[config.mk]
export PLATFORM = sky130hd
export DESIGN_NAME = ex_mem_align_stage
export DESIGN_NICKNAME = d
export VERILOG_FILES = /design/src/rtl/ex_mem_align_stage.sv
export SDC_FILE = /design/constraint.sdc
export NUM_CORES = 1
export LEC_CHECK = 0
export ABC_AREA = 1
export ABC_CLOCK_PERIOD_IN_PS = 1850
export BUFFER_PORTS_ARGS = -buffer_cell sky130_fd_sc_hd__buf_2
export CORE_AREA = 5 5 113 115
export CTS_CLUSTER_DIAMETER = 200
export DETAILED_ROUTE_END_ITERATION = 8
export DIE_AREA = 0 0 118 120
export PLACE_DENSITY = 0.8
export SETUP_SLACK_MARGIN = 0.15
export SYNTH_ARGS = -nofsm -noshare
export SYNTH_HDL_FRONTEND = slang
export SYNTH_SLANG_ARGS = --single-unit
[constraint.sdc]
create_clock -name clk -period 1.85 [get_ports clk]
set_input_delay 0.0925 -clock clk [delete_from_list [all_inputs] [get_ports clk]]
set_output_delay 0.0925 -clock clk [all_outputs]
set_load 0.1 [all_outputs]
[src/rtl/ex_mem_align_stage.sv]
`default_nettype none
// ============================================================================
// Module  : ex_mem_align_stage
// Brief   : EX pipeline stage: multi-cycle ALU handshake, memory alignment
//           check, byte-strobe/lane generation and the data-memory request.
// Revision: 1.0 - initial release
// ============================================================================
module ex_mem_align_stage #(
  parameter int DW    = 32,
  parameter int OFF_W = $clog2(DW / 8)
) (
  input  logic              clk,
  input  logic              resetn,
  input  logic              flush,
  input  logic              in_valid,
  output logic              ex_allowin,
  input  logic [DW+42:0]    in_bus,
  output logic              fu_req,
  input  logic              fu_done,
  input  logic [DW-1:0]     fu_result,
  output logic              mem_req,
  output logic [DW/8-1:0]   mem_wstrb,
  output logic [DW-1:0]     mem_addr,
  output logic [DW-1:0]     mem_wdata,
  input  logic              mem_addr_ok,
  input  logic              out_allowin,
  output logic              out_valid,
  output logic [DW+42:0]    out_bus,
  output logic [DW+6:0]     fwd_bus
);

  localparam int NB = DW / 8;

  typedef enum logic [1:0] {
    IDLE    = 2'd0,
    FU_WAIT = 2'd1,
    MEM_REQ = 2'd2,
    DONE    = 2'd3
  } state_t;

  state_t state, state_nxt;

  logic [31:0]   r_pc;
  logic          r_rf_we;
  logic [4:0]    r_rf_waddr;
  logic          r_mem_rd;
  logic          r_mem_wr;
  logic [1:0]    r_size;
  logic          r_uns;
  logic [DW-1:0] r_st_data;
  logic [DW-1:0] r_result;
  logic          r_ale;
  logic          r_first;

  logic          w_capture;
  logic          w_valid;
  logic          w_mem_op;
  logic          w_mis;
  logic          w_ale;
  logic [15:0]   w_strb_wide;

  assign ex_allowin = (state == IDLE) | ((state == DONE) & out_allowin);
  assign w_capture  = in_valid & ex_allowin & ~flush;
  assign w_valid    = (state != IDLE);
  assign w_mem_op   = r_mem_rd | r_mem_wr;

  // A doubleword access cannot be expressed on a 32-bit datapath, so it is
  // always treated as misaligned there.
  always_comb begin
    w_mis = 1'b0;
    case (r_size)
      2'd0:    w_mis = 1'b0;
      2'd1:    w_mis = fu_result[0];
      2'd2:    w_mis = |fu_result[1:0];
      default: w_mis = (DW == 32) ? 1'b1 : |fu_result[2:0];
    endcase
  end

  assign w_ale = w_mem_op & w_mis;

  always_comb begin
    state_nxt = state;
    case (state)
      IDLE:    if (w_capture) state_nxt = FU_WAIT;
      FU_WAIT: if (fu_done) state_nxt = (w_mem_op & ~w_ale) ? MEM_REQ : DONE;
      MEM_REQ: if (mem_addr_ok) state_nxt = DONE;
      DONE:    if (out_allowin) state_nxt = w_capture ? FU_WAIT : IDLE;
      default: state_nxt = IDLE;
    endcase
    if (flush) state_nxt = IDLE;
  end

  always_ff @(posedge clk) begin
    if (!resetn) begin
      state      <= IDLE;
      r_pc       <= '0;
      r_rf_we    <= 1'b0;
      r_rf_waddr <= '0;
      r_mem_rd   <= 1'b0;
      r_mem_wr   <= 1'b0;
      r_size     <= '0;
      r_uns      <= 1'b0;
      r_st_data  <= '0;
      r_result   <= '0;
      r_ale      <= 1'b0;
      r_first    <= 1'b0;
    end else begin
      state   <= state_nxt;
      r_first <= 1'b0;
      if (w_capture) begin
        {r_pc, r_rf_we, r_rf_waddr, r_mem_rd, r_mem_wr, r_size, r_uns, r_st_data} <= in_bus;
        r_result <= '0;
        r_ale    <= 1'b0;
        r_first  <= 1'b1;
      end else if ((state == FU_WAIT) && fu_done && !flush) begin
        r_result <= fu_result;
        r_ale    <= w_ale;
      end
    end
  end

  // Requests are suppressed combinationally so a kill never leaks a transaction.
  assign fu_req  = (state == FU_WAIT) & r_first & ~flush & resetn;
  assign mem_req = (state == MEM_REQ) & ~flush & resetn;

  assign mem_addr    = r_result;
  assign w_strb_wide = ((16'd1 << (5'd1 << r_size)) - 16'd1) << r_result[OFF_W-1:0];
  assign mem_wstrb   = r_mem_wr ? w_strb_wide[NB-1:0] : '0;

  always_comb begin
    case (r_size)
      2'd0:    mem_wdata = {NB{r_st_data[7:0]}};
      2'd1:    mem_wdata = {(NB/2){r_st_data[15:0]}};
      2'd2:    mem_wdata = {(NB/4){r_st_data[31:0]}};
      default: mem_wdata = r_st_data;
    endcase
  end

  assign out_valid = (state == DONE);
  assign out_bus   = {r_pc, r_rf_we, r_rf_waddr, r_mem_rd, r_uns, r_size, r_ale, r_result};
  assign fwd_bus   = {r_mem_rd & w_valid, r_rf_we & w_valid, r_rf_waddr, r_result};

endmodule
`default_nettype wire

==> results.yml, run 1 <==
synth:
  synth_top_family_by_area: "simple AND/OR/NAND/NOR gates"
  synthAdderAreaFrac_pct: 1.51
  ys_types: 24
  syn_inst: 669
  synth_edf_count: 0
  ys_dominant_reg_cell: "dfxtp_1"
  async_reset_ff_share_pct: 0
  yosys.area_share.simple_pct: 22.6
  seq_area_frac_synth_pct: 44.6
  ys.warnings.count: 0
  synth_mux_area_share_pct: 0
  avgSynthCellArea_sq_um: 7.45
  ys_ff_latch: 111
  synthXorXnorAreaFrac_pct: 0
  synth_compound_area_share_pct: 11.1
  synth_area_sq_um: 4990
  syn_nets: 789
grt:
  grt_pass1_wl_um: 30200
  grt_max_degree: 39
  grt_pass1_vias: 5775
  antenna_found_initial: 1
  track_usage_pct: 26.4
  grt_remaining_overflow: 0
clocking:
  h-tree-depth: 3
  path_clk_slew_ps: 70
  worstSkewPairLatency_ps: 350
  cts_root_buf: "clkbuf_16"
  clock_sinks: 111
  clockBufferDepth: 2
  cts_tree: "yes"
  cts_inserted_buffers: 9
timing:
  finalWorstSetupSlack_ps: -0.267
  finClkSkew_ps: 8.31
  rsz0062_at_grt: "yes"
  slew_headroom_pct: 62.9
  period_needed_ps: 1850
  finalMaxSlewViolations: 0
  tightest_slew_ps: 561
  fmax_ghz: 0.540
  finalHoldViolations: 0
  setup_viol: 1
  fin_crit_sh_pct: 100
critical_path:
  crit_family: "buffers and inverters"
  path_buf_inv: 5
  crit_fanout: 7
  critPathSlowestCell: "dfxtp_4"
  arrival_ps: 1760
  critical_path.cell_chain: "inv_4 -> nand2_4 -> ha_4 -> inv_6 -> buf_12 -> buf_8 -> o21ai_4 -> buf_12"
  worst_setup_path_end_kind: "output port"
  crit_path_start_kind: "flip-flop"
  critPathKind: "flip-flop to output port"
  cp.required_ps: 1760
  max_stage_delay_ps: 400
  worst_path_most_repeated_cell: "buf_12"
power:
  pwr-share-seq_pct: 36.5
  p_switching_mw: 2.54
  power_density_nw_per_um2: 817
  intPower_mw: 4.47
  static-leakage-power_nw: 4.12
  design_power_total_mw: 7.01
  clkPwrFrac_pct: 30.7
  combPwrFrac_pct: 32.8
  ir_drop_mv: 0.536
  p_sw_share_pct: 36.2
die:
  die_w_um: 118
  fp.dieH_um: 120
  dieArea_sq_um: 14200
  rows: 40
  core_area_sq_um: 11700
  ios: 300
  initial_core_util_pct: 42.6
finish:
  final_common_cell: "buf_2"
  syn2layout_area_growth_pct: 72.0
  postLayoutCellArea_sq_um: 8580
  diodes: 0
  mostFrequentLayoutCells: "buf_2 (267), nand2_1 (189), dfxtp_1 (107)"
  fill_cells: 786
  layout-drive-gt1-share_pct: 41.7
  nets: 1113
placed_design:
  placed_area_sq_um: 6880
  portBuffers: 299
  pre_cts_slack_ps: 194
  hpwlAfterDp_um: 12300
  gp_congestion: 0.852
drt:
  vias: 5703
  remaining_drc_errors: 0
  wl_per_cell_um: 17.3
  totalWireLength_um: 19900
  first_pass_iters: 5
  drtAntennaViolNets: 0
  viasPerCell: 4.98
  drt-initial-drc-count: 260
hold_path:
  min-delay-path-class: "input pin to flip-flop"
outcome:
  violations: "setup timing"
  status: "finished with violations"
run:
  drv_cap: 0
## power groups by stage
stage	Clock [mW]	Sequential (mW)	Combinational, mW
3_3_place_gp	0	2.60	1.94
5_1_grt	2.27	2.57	2.38
4_1_cts	2.19	2.55	2.23
2_1_floorplan	0	2.99	1.11
6_report	2.15	2.56	2.30
3_5_place_dp	0	2.60	1.95
## registers in the layout, indices dropped and copies added (netlist names)
signal,count
state,2
r_size,2
r_mem_wr,1
r_mem_rd,1
r_ale,1
mem_addr,32
r_rf_we,1
r_st_data,32
r_uns,1
r_rf_waddr,5
r_pc,32
r_first,1
## worst register-to-register path: cells and delay by family, from the launching register on
family | cells | cell delay [ps]
fa+ha+maj | 1 | 240
compound gates | 1 | 80
buf+inv | 4 | 500
simple gates | 3 | 270
flops | 1 | 430
## cell usage after synthesis, types with 8 or more instances
cell type / n / share of area [%]
a21oi_1: 34 / 3.4
o22ai_1: 8 / 1.0
o21ai_1: 18 / 1.8
nor2_1: 12 / 0.90
nand3_1: 54 / 5.4
buf_2: 18 / 1.8
o21ai_0: 46 / 4.6
nand2_1: 200 / 15
dfxtp_1: 111 / 45
buf_4: 86 / 13
inv_1: 50 / 3.8
## final timing paths
path,slack [ps],cells after the start,start,to
min reg2reg,470,2,r_pc[31]$_SDFFE_PN0P_,r_pc[31]$_SDFFE_PN0P_
max reg2reg,230,9,state[1]$_SDFFE_PP0P_,r_st_data[19]$_SDFFE_PN0P_
max,-0.3,8,r_size[0]$_SDFFE_PN0P_,mem_wdata[13]
min,20,3,fu_result[14],mem_addr[14]$_SDFFE_PP0P_
## routing by layer
layer	vias to the layer above	GRT usage (%)	part of all wire (%)
met2	315	48.3	52
met5	-	0	0
met1	2618	26.6	34
met4	0	15.2	5.7
met3	84	7.68	8.3
li1	2686	-	-
## cells by family after synthesis
kind of cell / after synthesis
and+or+nand+nor: 275
DFF: 111
adders and majority gates: 6
buffers and inverters: 169
AOI/OAI and AO/OA: 108
## through the flow
stage,std cells,utilization [%],TNS (ps),hold slack [ps]
floorplan,669,-,-1700,196
global placement,1011,58.8,0,278
global route,1145,73.2,-611,17.5
CTS,1143,72.6,0,1.60
finish,1145,73.2,-0.267,16.3
detailed placement,1011,58.8,0,284
## what timing repair did
action | in CTS | in global routing
hold buffers | 102 | 0
setup endpoints to repair | 30 | 53
resized for setup | 33 | 12
buffers inserted | 12 | 2
gates cloned | 2 | 0
hold endpoints to repair | 102 | 0
pin swaps | 13 | 8
## final cells by class
cell class / count / area [sq um] / share of cell area, %
inverters: 53 / 219 / 2.55
multi-input cells: 389 / 2260 / 26.4
well taps: 147 / 184 / 2.14
clock inverters: 5 / 78.8 / 0.919
flip-flops and latches: 111 / 2230 / 26.0
clock buffers: 11 / 253 / 2.95
repair buffers: 429 / 3350 / 39.0
Power figures use the tool's default switching activity.
==> inputs of run 2 (changes only) <==
--- a/config.mk
+++ b/config.mk
@@ -7,7 +7,7 @@
 export LEC_CHECK = 0
 export ABC_AREA = 1
 export ABC_CLOCK_PERIOD_IN_PS = 1850
-export BUFFER_PORTS_ARGS = -buffer_cell sky130_fd_sc_hd__buf_2
+export BUFFER_PORTS_ARGS = -buffer_cell sky130_fd_sc_hd__buf_4
 export CORE_AREA = 5 5 113 115
 export CTS_CLUSTER_DIAMETER = 200
 export DETAILED_ROUTE_END_ITERATION = 8
==> run 2 against run 1 <==
Compared with the run above:
- the flow still finishes with violations (setup timing)
- non-clock buffer count decreased by 15
- final cell count decreased by 1.1%
- largest cell class unchanged
- worst setup slack got worse by 42 ps
- combinational power increased by 4%
- routed wire length grew 5.6%
- fmax is 2.2% lower
- core utilization rose by 4.2 points
- via count decreased by 0.82%
==> results.yml, run 2 (synthesis results as in run 1) <==
outcome:
  status: "finished with violations"
  violations: "setup timing"
clocking:
  path_clk_slew_ps: 80
  cts_inserted_buffers: 9
  cts_tree: "yes"
  worstSkewPairLatency_ps: 350
  cts_root_buf: "clkbuf_16"
  h-tree-depth: 3
  clock_sinks: 111
  clockBufferDepth: 2
timing:
  finalHoldViolations: 0
  finalMaxSlewViolations: 0
  slew_headroom_pct: 77.8
  finalWorstSetupSlack_ps: -42.0
  finClkSkew_ps: 11.8
  tightest_slew_ps: 330
  setup_viol: 3
  fmax_ghz: 0.529
  hold_slack_ps: 9.09
  setup_tns_ps: -79.5
  period_needed_ps: 1890
  fin_crit_sh_pct: 102
  rsz0062_at_grt: "yes"
critical_path:
  cp.required_ps: 1760
  crit_path_start_kind: "flip-flop"
  critPathKind: "flip-flop to output port"
  worst_setup_path_end_kind: "output port"
  arrival_ps: 1800
  crit_fanout: 6
die:
  fp.dieH_um: 120
  rows: 40
  die_w_um: 118
  core_area_sq_um: 11700
  dieArea_sq_um: 14200
  initial_core_util_pct: 42.6
  ios: 300
grt:
  grt_remaining_overflow: 0
  track_usage_pct: 28.1
  grt_pass1_vias: 5850
  grt_max_degree: 45
  antenna_found_initial: 2
  grt_pass1_wl_um: 31900
placed_design:
  placed_cells: 1011
  portBuffers: 299
  gp_congestion: 0.843
  hpwlAfterDp_um: 12400
  pre_cts_slack_ps: 79.8
power:
  clkPwrFrac_pct: 28.8
  intPower_mw: 4.38
  p_sw_share_pct: 37.1
  power_density_nw_per_um2: 769
  pwr-share-seq_pct: 36.8
  p_switching_mw: 2.59
  static-leakage-power_nw: 4.12
  ir_drop_mv: 0.606
  combPwrFrac_pct: 34.4
finish:
  mostFrequentLayoutCells: "buf_4 (284), nand2_1 (189), dfxtp_1 (105)"
  final_common_cell: "buf_4"
  fin_cells: 1132
  nets: 1098
  fill_cells: 744
  syn2layout_area_growth_pct: 81.8
  multi_input_area_sq_um: 2280
  layout-drive-gt1-share_pct: 42.0
  seq_area_sq_um: 2230
drt:
  drtAntennaViolNets: 0
  viasPerCell: 5.00
  remaining_drc_errors: 0
  wl_per_cell_um: 18.5
  totalWireLength_um: 21000
  first_pass_iters: 5
  drt-initial-drc-count: 394
  vias: 5656
run:
  drv_cap: 0
hold_path:
  min-delay-path-class: "input pin to flip-flop"
[run 2: changes by cell type in the layout (fill, tap and decap cells not counted), moves of 5 or more]
| cell | previous run | this run |
|---|---|---|
| dlygate4sd3_1 | 102 | 90 |
| o22ai_1 | 2 | 7 |
| o22ai_2 | 5 | 0 |
| buf_4 | 15 | 284 |
| buf_2 | 267 | 0 |
[run 2: worst max-delay path: stages (launching register included)]
cell,delay [ps]
dfxtp_4,380
inv_4,80
nand2_8,70
buf_4,170
o22ai_1,270
nand2_2,170
o21ai_4,110
buf_12,200
[run 2: repair_timing]
action                                 CTS  global route
resized for setup                      114             9
endpoints found under the hold margin   89             1
buffers inserted                         9             1
setup endpoints to repair               27            91
hold buffers                            89             1
gates cloned                             2             1
pin swaps                                7             5
[run 2: area by class of cell]
class	count	area share, %
diodes	2	0.0552
clock buffers	10	2.64
clock inverters	6	0.759
inverters	53	2.42
multi-input cells	389	25.1
flip-flops and latches	111	24.6
well taps	147	2.03
repair buffers	414	42.3
[run 2: routing by layer]
layer	global-route usage (%)	wire length, um	vias up
met5	0	0	-
met1	28.7	7280	2646
met3	7.87	1650	66
met2	52.5	11100	284
met4	13.5	907	0
li1	-	-	2660
[run 2: final timing paths]
path                          start                   endpoint  slack (ps)  depth (start not counted)
min                    fu_result[5]   mem_addr[5]$_SDFFE_PP0P_           9                          3
max reg2reg   state[0]$_SDFFE_PP0P_  r_st_data[4]$_SDFFE_PN0P_         270                          9
max          r_size[0]$_SDFFE_PN0P_              mem_wdata[30]         -40                          7
min reg2reg   r_pc[12]$_SDFFE_PN0P_      r_pc[12]$_SDFFE_PN0P_         470                          2
[run 2: power by group through the flow]
stage          sequential (mW)  clock, mW  combinational (mW)
3_3_place_gp              2.61          0                1.92
2_1_floorplan             2.99          0                1.11
5_1_grt                   2.58       2.15                2.48
6_report                  2.56       2.01                2.40
3_5_place_dp              2.61          0                1.94
4_1_cts                   2.56       2.03                2.31
[run 2: through the flow]
step / utilization [%] / instance area [sq um] / power (mW)
after floorplan: - / 5480 / 4.10
final: 77.4 / 9070 / 6.97
after CTS: 76.7 / 8980 / 6.90
after global routing: 77.4 / 9070 / 7.21
after global placement: 61.5 / 7200 / 4.53
after detailed placement: 61.5 / 7200 / 4.54
==> inputs of run 3 (changes only) <==
--- a/config.mk
+++ b/config.mk
@@ -5,14 +5,13 @@
 export SDC_FILE = /design/constraint.sdc
 export NUM_CORES = 1
 export LEC_CHECK = 0
-export ABC_AREA = 1
 export ABC_CLOCK_PERIOD_IN_PS = 1850
 export BUFFER_PORTS_ARGS = -buffer_cell sky130_fd_sc_hd__buf_4
-export CORE_AREA = 5 5 113 115
+export CORE_AREA = 5 5 116 118
 export CTS_CLUSTER_DIAMETER = 200
 export DETAILED_ROUTE_END_ITERATION = 8
-export DIE_AREA = 0 0 118 120
-export PLACE_DENSITY = 0.8
+export DIE_AREA = 0 0 121 123
+export PLACE_DENSITY = 0.79
 export SETUP_SLACK_MARGIN = 0.15
 export SYNTH_ARGS = -nofsm -noshare
 export SYNTH_HDL_FRONTEND = slang
==> run 3 against run 2 <==
Compared with the run above:
- the flow still finishes with violations (setup timing)
- combinational power shrank 10%
- sequential share of layout area shrank 0.82 points
- die area grew 5.1%
- final area grew 3.5%
- final cell count grew 4.0%
- routed wire length shrank 3.7%
- sequential power is essentially flat
- flip-flop and latch count is the same
- fmax shrank 3.5%
- worst setup slack lost 68 ps
- highest routed layer unchanged
==> results.yml, run 3 <==
outcome:
  status: "finished with violations"
  violations: "setup timing"
power:
  pwr-share-seq_pct: 38.3
  power_density_nw_per_um2: 713
  p_switching_mw: 2.39
  intPower_mw: 4.30
  design_power_total_mw: 6.69
  ir_drop_mv: 0.660
  static-leakage-power_nw: 3.99
  p_sw_share_pct: 35.7
  combPwrFrac_pct: 32.3
  clkPwrFrac_pct: 29.4
synth:
  ys.warnings.count: 0
  yosysMostFrequentCell: "nand2_1"
  synth_edf_count: 0
  seq_area_frac_synth_pct: 41.5
  async_reset_ff_share_pct: 0
  synth_top_cell_area_share_pct: 41.5
  yosys.area.top_type: "dfxtp_1"
  ys_ff_latch: 111
  synth_area_sq_um: 5360
  ys_types: 32
  synth_commonest_cells: "nand2_1 (243), dfxtp_1 (111), buf_4 (89)"
  syn_nets: 807
  avgSynthCellArea_sq_um: 7.80
  syn_inst: 687
  ys_top_cells_by_area: "dfxtp_1 (41%), nand2_1 (17%), buf_4 (12%)"
  ys_dominant_reg_cell: "dfxtp_1"
timing:
  finalHoldViolations: 0
  fin_crit_sh_pct: 106
  slew_headroom_pct: 63.2
  setup_viol: 17
  tightest_slew_ps: 553
  finalWorstSetupSlack_ps: -110
  fmax_ghz: 0.510
  finalMaxSlewViolations: 0
  setup_tns_ps: -1380
  rsz0062_at_grt: "yes"
  period_needed_ps: 1960
  finClkSkew_ps: 8.62
critical_path:
  crit_fanout: 8
  max_stage_delay_ps: 370
  crit_path_start_kind: "flip-flop"
  critical_path.cell_chain: "nor2b_4 -> inv_2 -> ha_4 -> or2_4 -> o21ai_4 -> buf_12"
  arrival_ps: 1870
  critPathKind: "flip-flop to output port"
  critPathSlowestCell: "dfxtp_4"
  worst_setup_path_end_kind: "output port"
  crit_family: "simple AND/OR/NAND/NOR gates"
  path_buf_inv: 2
  cp.required_ps: 1760
  r2r_slack_ps: 280
placed_design:
  gp_congestion: 0.877
  portBuffers: 299
  placed_area_sq_um: 7540
  hpwlAfterDp_um: 12400
  placed_cells: 1049
clocking:
  h-tree-depth: 3
  clock_sinks: 111
  clockBufferDepth: 2
  worstSkewPairLatency_ps: 360
  path_clk_slew_ps: 70
  cts_tree: "yes"
  cts_root_buf: "clkbuf_16"
  cts_inserted_buffers: 9
finish:
  final_common_cell: "buf_4"
  nets: 1118
  fin_cells: 1177
  mostFrequentLayoutCells: "buf_4 (283), nand2_1 (242), dfxtp_1 (105)"
  syn2layout_area_growth_pct: 75.2
  post-route-util_pct: 75.9
  postLayoutCellArea_sq_um: 9390
  layout-drive-gt1-share_pct: 39.9
die:
  initial_core_util_pct: 43.3
  rows: 41
  die_w_um: 121
  fp.dieH_um: 123
  dieArea_sq_um: 14900
  core_area_sq_um: 12400
  ios: 300
drt:
  drt-initial-drc-count: 290
  wl_per_cell_um: 17.2
  vias: 5770
  drtAntennaViolNets: 0
  first_pass_iters: 4
  remaining_drc_errors: 0
  viasPerCell: 4.90
  totalWireLength_um: 20200
grt:
  grt_pass1_vias: 5661
  antenna_found_initial: 1
  grt_max_degree: 66
  track_usage_pct: 25.5
  grt_remaining_overflow: 0
  grt_pass1_wl_um: 30200
run:
  drv_cap: 0
hold_path:
  min-delay-path-class: "input pin to flip-flop"
-- run 3: layer usage --
layer | track usage, % | vias up | wire, um
met5 | 0 | - | 0
met2 | 45.5 | 244 | 10400
met4 | 9.99 | 0 | 659
li1 | - | 2771 | -
met1 | 28.4 | 2706 | 7590
met3 | 7.96 | 49 | 1560
-- run 3: timing repair --
action,CTS,global route
hold buffers,102,1
hold endpoints to repair,102,1
gates resized for setup,88,17
cloned,0,1
setup endpoints to repair,30,60
buffers inserted,1,5
pin swaps,3,6
-- run 3: cell type report --
class,count,area (sq um)
diodes,2,5.00
inverters,5,18.8
clock buffers,10,229
flip-flops and latches,111,2240
repair buffers,423,3860
well taps,172,215
clock inverters,6,68.8
fillers,825,2980
multi-input cells,448,2750
-- run 3: kinds of logic (layout without fill, tap and decap cells) --
| group | Yosys count | after routing | synth area share, % |
|---|---|---|---|
| simple gates | 281 | 281 | 21.2 |
| flops | 111 | 111 | 41.5 |
| mux | 9 | 9 | 1.70 |
| compound gates | 152 | 152 | 18.5 |
| buf+inv | 128 | 444 | 15.6 |
| other cells | 0 | 2 | 0 |
| fa+ha+maj | 6 | 6 | 1.40 |
-- run 3: per-stage QoR --
step           hold WS, ps  worst slack (ps)
6_report              9.01              -110
5_1_grt               7.08              -165
4_1_cts              0.411              -120
3_5_place_dp           342              51.4
3_3_place_gp           339              73.6
2_1_floorplan          217              -412
-- run 3: power by group through the flow --
| stage | Combinational [mW] | Clock, mW | Sequential, mW |
|---|---|---|---|
| global placement | 1.78 | 0 | 2.60 |
| detailed placement | 1.79 | 0 | 2.61 |
| CTS | 2.09 | 2.01 | 2.55 |
| floorplan | 1.03 | 0 | 2.94 |
| finish | 2.16 | 1.97 | 2.56 |
| global route | 2.25 | 2.10 | 2.57 |
-- run 3: final timing paths --
check / from / end / cells after the start
max: r_size[0]$_SDFFE_PN0P_ / mem_wdata[28] / 6
min: in_bus[20] / r_st_data[20]$_SDFFE_PN0P_ / 3
max reg2reg: state[0]$_SDFFE_PP0P_ / r_pc[9]$_SDFFE_PN0P_ / 7
min reg2reg: r_pc[16]$_SDFFE_PN0P_ / r_pc[16]$_SDFFE_PN0P_ / 2
-- run 3: worst reg2reg max path: stages, from the launching register on --
cell and delay, ps:
dfxtp_2 380, inv_1 80, ha_2 190, a21o_4 200
nand2b_4 130, buf_12 180, nand2_1 110, a21boi_1 230
